### config.mk
export PLATFORM = sky130hd
export DESIGN_NAME = picorv32_mem_arbiter_flat
export DESIGN_NICKNAME = d
export VERILOG_FILES = /design/src/rtl/picorv32_mem_pkg.sv /design/src/rtl/picorv32_mem_arbiter_if.sv /design/src/rtl/picorv32_mem_arbiter_arb_rr2.sv /design/src/rtl/picorv32_mem_arbiter.sv /design/src/flat_wrapper.sv
export SDC_FILE = /design/constraint.sdc
export NUM_CORES = 1
export LEC_CHECK = 0
export ABC_AREA = 0
export BUFFER_PORTS_ARGS = -buffer_cell sky130_fd_sc_hd__buf_2
export CAP_MARGIN = 20
export CORE_AREA = 5 5 114 116
export DETAILED_ROUTE_END_ITERATION = 10
export DIE_AREA = 0 0 119 121
export GPL_ROUTABILITY_DRIVEN = 0
export PLACE_DENSITY = 0.62
export SKIP_CTS_REPAIR_TIMING = 1
export SYNTH_ARGS = -nofsm -noshare
export SYNTH_HDL_FRONTEND = slang
export SYNTH_SLANG_ARGS = --single-unit
### constraint.sdc
create_clock -name clk -period 2.3 [get_ports clk]
set_clock_uncertainty 0.2 [all_clocks]
set_input_delay 0.115 -clock clk [delete_from_list [all_inputs] [get_ports clk]]
set_output_delay 0.115 -clock clk [all_outputs]
set_load 0.01 [all_outputs]
### src/rtl/picorv32_mem_pkg.sv
// Shared types and defaults for the picorv32 memory arbiter.
package picorv32_mem_pkg;

  typedef enum logic [1:0] {
    IDLE   = 2'd0,
    ACCESS = 2'd1,
    RESP   = 2'd2
  } arb_state_e;

  localparam int unsigned MEM_WORDS_DEFAULT    = 16384;
  localparam logic [31:0] CONSOLE_ADDR_DEFAULT = 32'h1000_0000;

  // True when the byte address falls inside an SRAM of mem_words 32-bit words.
  function automatic logic addr_in_range(input logic [31:0] addr, input int unsigned mem_words);
    return ({2'b00, addr[31:2]} < mem_words);
  endfunction

endpackage

### src/rtl/picorv32_mem_arbiter_if.sv
// picorv32-style native memory bus: one instance per master port.
interface picorv32_mem_arbiter_if;
  logic        valid;
  logic [31:0] addr;
  logic [31:0] wdata;
  logic [3:0]  wstrb;
  logic        ready;
  logic [31:0] rdata;

  modport master (output valid, addr, wdata, wstrb, input ready, rdata);
  modport slave  (input valid, addr, wdata, wstrb, output ready, rdata);
endinterface

### src/rtl/picorv32_mem_arbiter_arb_rr2.sv
// Two-way round-robin grant with a registered last-grant pointer.
// After reset the pointer says m1 was granted last, so m0 wins a tie.
module arb_rr2 (
  input  logic       clk,
  input  logic       resetn,
  input  logic [1:0] req,
  input  logic       advance,
  output logic       gnt_id
);
  logic last_q, last_d;

  // Grant the sole requester, or the one not granted last on a tie.
  always_comb begin
    gnt_id = (req == 2'b11) ? ~last_q : req[1];
    last_d = advance ? gnt_id : last_q;
  end

  // Last-grant pointer.
  always_ff @(posedge clk) begin
    if (!resetn) last_q <= 1'b1;
    else         last_q <= last_d;
  end
endmodule

### src/rtl/picorv32_mem_arbiter.sv
// Shares one synchronous word SRAM between two native memory masters
// (m0 = CPU, m1 = loader/debug) with round-robin arbitration, one
// transaction in flight. Optional console byte strobe enabled by the
// ARB_CONSOLE_EN macro.
//
// state  | meaning
// IDLE   | waiting for a request; grants on the edge a valid is seen
// ACCESS | registered SRAM (or console) access is on the outputs
// RESP   | ready pulse to the granted master, rdata from SRAM for reads
module picorv32_mem_arbiter
  import picorv32_mem_pkg::*;
#(
  parameter int unsigned MEM_WORDS    = MEM_WORDS_DEFAULT,
  parameter logic [31:0] CONSOLE_ADDR = CONSOLE_ADDR_DEFAULT
) (
  input  logic                         clk,
  input  logic                         resetn,
  picorv32_mem_arbiter_if.slave        m0,
  picorv32_mem_arbiter_if.slave        m1,
  output logic                         sram_en,
  output logic [3:0]                   sram_we,
  output logic [$clog2(MEM_WORDS)-1:0] sram_addr,
  output logic [31:0]                  sram_wdata,
  input  logic [31:0]                  sram_rdata,
  output logic                         cons_valid,
  output logic [7:0]                   cons_data,
  output logic                         busy
);
  localparam int AW = $clog2(MEM_WORDS);

  arb_state_e    state_q, state_d;
  logic          id_q, id_d;
  logic          rd_mem_q, rd_mem_d;
  logic [1:0]    ready_q, ready_d;
  logic          sram_en_q, sram_en_d;
  logic [3:0]    sram_we_q, sram_we_d;
  logic [AW-1:0] sram_addr_q, sram_addr_d;
  logic [31:0]   sram_wdata_q, sram_wdata_d;
  logic          cons_valid_q, cons_valid_d;
  logic [7:0]    cons_data_q, cons_data_d;

  logic        grant_en;
  logic        gnt_id;
  logic [31:0] sel_addr;
  logic [31:0] sel_wdata;
  logic [3:0]  sel_wstrb;
  logic        sel_is_cons;
  logic        sel_sram_hit;
  logic        unused_bits;

  assign grant_en = (state_q == IDLE) && (m0.valid || m1.valid);

  arb_rr2 u_arb (
    .clk     (clk),
    .resetn  (resetn),
    .req     ({m1.valid, m0.valid}),
    .advance (grant_en),
    .gnt_id  (gnt_id)
  );

  assign sel_addr  = gnt_id ? m1.addr  : m0.addr;
  assign sel_wdata = gnt_id ? m1.wdata : m0.wdata;
  assign sel_wstrb = gnt_id ? m1.wstrb : m0.wstrb;

`ifdef ARB_CONSOLE_EN
  assign sel_is_cons = (sel_addr[31:2] == CONSOLE_ADDR[31:2]);
  assign unused_bits = ^sel_addr[1:0];
`else
  // Console address falls through to the ordinary range decode.
  assign sel_is_cons = 1'b0;
  assign unused_bits = ^{sel_addr[1:0], CONSOLE_ADDR};
`endif

  assign sel_sram_hit = addr_in_range(sel_addr, MEM_WORDS) && !sel_is_cons;

  // Next-state and registered-output logic; grant, latch and SRAM drive happen on the IDLE edge.
  always_comb begin
    state_d      = state_q;
    id_d         = id_q;
    rd_mem_d     = rd_mem_q;
    ready_d      = 2'b00;
    sram_en_d    = 1'b0;
    sram_we_d    = 4'b0000;
    sram_addr_d  = '0;
    sram_wdata_d = 32'h0;
    cons_valid_d = 1'b0;
    cons_data_d  = 8'h00;
    case (state_q)
      IDLE: begin
        if (grant_en) begin
          state_d  = ACCESS;
          id_d     = gnt_id;
          rd_mem_d = sel_sram_hit && (sel_wstrb == 4'b0000);
          if (sel_sram_hit) begin
            sram_en_d    = 1'b1;
            sram_we_d    = sel_wstrb;
            sram_addr_d  = sel_addr[AW+1:2];
            sram_wdata_d = sel_wdata;
          end
          if (sel_is_cons && (sel_wstrb != 4'b0000)) begin
            cons_valid_d = 1'b1;
            cons_data_d  = sel_wdata[7:0];
          end
        end
      end
      ACCESS: begin
        state_d       = RESP;
        ready_d[id_q] = 1'b1;
      end
      RESP:    state_d = IDLE;
      default: state_d = IDLE;
    endcase
  end

  // State and output registers, cleared by synchronous reset.
  always_ff @(posedge clk) begin
    if (!resetn) begin
      state_q      <= IDLE;
      id_q         <= 1'b0;
      rd_mem_q     <= 1'b0;
      ready_q      <= 2'b00;
      sram_en_q    <= 1'b0;
      sram_we_q    <= 4'b0000;
      sram_addr_q  <= '0;
      sram_wdata_q <= 32'h0;
      cons_valid_q <= 1'b0;
      cons_data_q  <= 8'h00;
    end else begin
      state_q      <= state_d;
      id_q         <= id_d;
      rd_mem_q     <= rd_mem_d;
      ready_q      <= ready_d;
      sram_en_q    <= sram_en_d;
      sram_we_q    <= sram_we_d;
      sram_addr_q  <= sram_addr_d;
      sram_wdata_q <= sram_wdata_d;
      cons_valid_q <= cons_valid_d;
      cons_data_q  <= cons_data_d;
    end
  end

  assign sram_en    = sram_en_q;
  assign sram_we    = sram_we_q;
  assign sram_addr  = sram_addr_q;
  assign sram_wdata = sram_wdata_q;
  assign cons_valid = cons_valid_q;
  assign cons_data  = cons_data_q;
  assign busy       = (state_q != IDLE);

  // SRAM data arrives during RESP; pass it only to the granted master on an in-range read.
  assign m0.ready = ready_q[0];
  assign m1.ready = ready_q[1];
  assign m0.rdata = (ready_q[0] && rd_mem_q) ? sram_rdata : 32'h0;
  assign m1.rdata = (ready_q[1] && rd_mem_q) ? sram_rdata : 32'h0;
endmodule

### src/flat_wrapper.sv
// flat-port wrapper written by rule: the top's interface ports become plain ports
module picorv32_mem_arbiter_flat import picorv32_mem_pkg::*;
#(
  parameter int unsigned MEM_WORDS    = MEM_WORDS_DEFAULT,
  parameter logic [31:0] CONSOLE_ADDR = CONSOLE_ADDR_DEFAULT
)
  (clk, resetn, sram_en, sram_we, sram_addr, sram_wdata, sram_rdata, cons_valid, cons_data, busy, m0_valid, m0_addr, m0_wdata, m0_wstrb, m0_ready, m0_rdata, m1_valid, m1_addr, m1_wdata, m1_wstrb, m1_ready, m1_rdata);
  picorv32_mem_arbiter_if m0_i ();
  picorv32_mem_arbiter_if m1_i ();
  input  logic clk;
  input  logic resetn;
  output logic sram_en;
  output logic [3:0] sram_we;
  output logic [$clog2(MEM_WORDS)-1:0] sram_addr;
  output logic [31:0] sram_wdata;
  input  logic [31:0] sram_rdata;
  output logic cons_valid;
  output logic [7:0] cons_data;
  output logic busy;
  input wire logic [$bits(m0_i.valid)-1:0] m0_valid;
  input wire logic [$bits(m0_i.addr)-1:0] m0_addr;
  input wire logic [$bits(m0_i.wdata)-1:0] m0_wdata;
  input wire logic [$bits(m0_i.wstrb)-1:0] m0_wstrb;
  output wire logic [$bits(m0_i.ready)-1:0] m0_ready;
  output wire logic [$bits(m0_i.rdata)-1:0] m0_rdata;
  input wire logic [$bits(m1_i.valid)-1:0] m1_valid;
  input wire logic [$bits(m1_i.addr)-1:0] m1_addr;
  input wire logic [$bits(m1_i.wdata)-1:0] m1_wdata;
  input wire logic [$bits(m1_i.wstrb)-1:0] m1_wstrb;
  output wire logic [$bits(m1_i.ready)-1:0] m1_ready;
  output wire logic [$bits(m1_i.rdata)-1:0] m1_rdata;
  assign m0_i.valid = m0_valid;
  assign m0_i.addr = m0_addr;
  assign m0_i.wdata = m0_wdata;
  assign m0_i.wstrb = m0_wstrb;
  assign m0_ready = m0_i.ready;
  assign m0_rdata = m0_i.rdata;
  assign m1_i.valid = m1_valid;
  assign m1_i.addr = m1_addr;
  assign m1_i.wdata = m1_wdata;
  assign m1_i.wstrb = m1_wstrb;
  assign m1_ready = m1_i.ready;
  assign m1_rdata = m1_i.rdata;
  picorv32_mem_arbiter #(.MEM_WORDS(MEM_WORDS), .CONSOLE_ADDR(CONSOLE_ADDR)) u_core (.clk(clk), .resetn(resetn), .m0(m0_i), .m1(m1_i), .sram_en(sram_en), .sram_we(sram_we), .sram_addr(sram_addr), .sram_wdata(sram_wdata), .sram_rdata(sram_rdata), .cons_valid(cons_valid), .cons_data(cons_data), .busy(busy));
endmodule
==> run_results.csv <==
group,metric,value,unit
outcome,status,"complete, no violations",
global_routing,gr-total-overflow,0,
critical_path,worstPathCellList,"buf_2 > or4_1 > nor2_4 > buf_12 > nand3_1 > a21oi_2 > dlygate4sd3_1",
clock_network,cts_tree,"built",
sta,tightestPinTransition,865,ps
clock_network,cts-root-buf,"clkbuf_16",
critical_path,end_kind,"flip-flop",
critical_path,cp.arrival,2320,ps
finish,filler_cell_count,1080,
power_and_ir_drop,pwr_density_cell,446,mW/mm²
floorplanning,ioPinCount,299,
power_and_ir_drop,power.share.switching,24.0,%
synth,ys_types,28,
power_and_ir_drop,p_leak,3.07,nW
finish,final_common_cell,"buf_2",
critical_path,reg2reg_depth,6,
critical_path,crit_buf_inv,3,
floorplanning,die_width,119,µm
synth,yosysWarnings,0,
critical_path,slowest_delay,580,ps
sta,slew_headroom,42.2,%
power_and_ir_drop,clockPowerShare,49.4,%
routing,wirelength,14100,µm
power_and_ir_drop,p_seq_share,38.2,%
routing,drtIter0Drc,258,
global_routing,grt_max_degree,66,
hold_path,holdPathStages,4,
synth,synth.area.top_cells,"dfxtp_1, and3_1, nand3_2",
floorplanning,dieHeight,121,µm
sta,finalWorstSetupSlack,48.0,ps
global_routing,grtUsageTotal,16.2,%
finish,final_nets,898,
synth,synth_top_area_share,36.3,%
sta,setup_violations,0,
global_routing,antenna_found_initial,3,
clock_network,htreeDepth,3,
synth,mappedNetlistArea,0.00320,mm²
sta,hold_viol,0,
routing,dr.pass1.iters,5,
synth,synth-seq-area-share,36.3,%
hold_path,hold_class,"primary input to flip-flop",
floorplanning,num_rows,40,
floorplanning,dieArea,0.0144,mm²
place,port_buffers,285,
critical_path,crit_cells,7,
critical_path,start_kind,"primary input",
routing,drc_errors,0,
place,placed_area,0.00467,mm²
clock_network,clockBufferDepth,2,
power_and_ir_drop,combPwrFrac,12.4,%
routing,via_per_inst,4.78,
critical_path,cpMaxStageDelayCell,"or4_1",
critical_path,crit_required,2370,ps
clock_network,cts.clk_slew.worst_paths,60,ps
clock_network,cts_buffers,9,
synth,synth_top_area_cell,"dfxtp_1",
synth,avgSynthCellArea,8.92,µm²
floorplanning,start_util,27.1,%
flow_run,cap_violations,0,
sta,fmax,0.444,GHz
synth,ys_ff_latch,58,
finish,design_area,0.00602,mm²
clock_network,clkLatencyLatePin,330,ps
power_and_ir_drop,p_int,2.04,mW
clock_network,cts_sinks,58,
power_and_ir_drop,vdd_drop_max,0.340,mV
floorplanning,core_area,0.0118,mm²
routing,ant_nets,0,
power_and_ir_drop,p_sw,0.645,mW
finish,areaGrowthSynthToFinish,88.2,%
finish,drive_gt1_share,53.8,%
synth,netlist_instances,359,
critical_path,path_delay_family,"simple AND/OR/NAND/NOR gates",
sta,slew_violations,0,
place,dp_slack,287,ps
global_routing,grt_pass1_wl,18500,µm
global_routing,grt_pass1_vias,3652,
sta,period_share,97.9,%
critical_path,critPathKind,"primary input to flip-flop",
routing,route.detailed.wl_per_inst,16.0,µm
place,dp_hpwl,9530,µm
routing,num_vias,4228,
critical_path,cp_max_fo,36,
finish,mostFrequentLayoutCells,"buf_2, dlygate4sd3_1, and3_1",
sta,fin_crit,2250,ps
-- per-stage QoR --
step           TNS, ps  util (%)  cells  power [mW]  hold slack, ps
2_1_floorplan        0         -    367        1.13            3.87
3_3_place_gp         0      39.5    758        1.29             159
3_5_place_dp         0      39.5    758        1.29             163
4_1_cts              0      42.0    774        2.64            -196
5_1_grt           -138      50.9    881        2.81            67.2
6_report             0      51.0    884        2.69            1.42
-- worst reg2reg max path: stages (launching register included) --
cell and delay, ps:
dfxtp_1 370, a21bo_4 180, and3_2 310, buf_12 240
nand3_1 150, a21oi_2 150, dlygate4sd3_1 580
-- cells by family after synthesis --
logic type | after synthesis | synth area share, %
AO/OA/AOI/OAI | 57 | 14.3
other | 1 | 0.117
AND/OR/NAND/NOR | 193 | 39.7
buffers and inverters | 50 | 9.58
flip-flops | 58 | 36.3
-- cell type report --
class / count / area (µm²) / area share [%]
clock inverters: 7 / 70.1 / 1.16
diodes: 6 / 15.0 / 0.249
clock buffers: 9 / 225 / 3.74
well taps: 147 / 184 / 3.05
multi-input cells: 259 / 1780 / 29.5
repair buffers: 396 / 2580 / 42.9
flip-flops and latches: 58 / 1160 / 19.3
inverters: 2 / 7.51 / 0.125
-- state kept, by name, summed over array words and instances (netlist names) --
register             count
u_core.sram_addr        14
u_core.state_q           2
u_core.rd_mem_q          1
u_core.sram_en           1
u_core.u_arb.last_q      1
u_core.id_q              1
u_core.sram_wdata       32
u_core.ready_q           2
u_core.sram_we           4
-- final timing paths --
kind,startpoint,to,slack [ps]
max,m0_addr[27],u_core.sram_wdata[28],50
min,m0_valid,u_core.rd_mem_q,1
max reg2reg,u_core.u_arb.last_q,u_core.sram_wdata[28],60
min reg2reg,u_core.id_q,u_core.ready_q[0],230
-- power groups by stage --
stage          sequential (mW)  combinational, mW  clock, mW
2_1_floorplan             1.04             0.0860          0
3_3_place_gp              1.05              0.239          0
3_5_place_dp              1.05              0.245          0
4_1_cts                   1.03              0.246       1.37
5_1_grt                   1.03              0.362       1.42
6_report                  1.03              0.334       1.33
-- synth_stat cells (all sizes together) --
| cell type | instances |
|---|---|
| nand3 | 101 |
| and3 | 65 |
| dfxtp | 58 |
| a21oi | 51 |
| buf | 25 |
| clkbuf | 23 |
| or4 | 7 |
| nand2 | 6 |
| nor2 | 5 |
| nor3 | 3 |
| nor4 | 3 |
| and2 | 2 |
| inv | 2 |
| o211ai | 2 |
| a21bo | 1 |
| conb | 1 |
| nand4 | 1 |
| o21a | 1 |
| o21ai | 1 |
| o311ai | 1 |
-- metal layers --
| metal | share of wire, % | track usage, % | vias up |
|---|---|---|---|
| li1 | - | - | 2018 |
| met1 | 35 | 16.2 | 1985 |
| met2 | 54 | 29.5 | 205 |
| met3 | 8.8 | 6.25 | 20 |
| met4 | 1.8 | 7.89 | 0 |
| met5 | 0 | 0 | - |
Power figures use the tool's default switching activity.
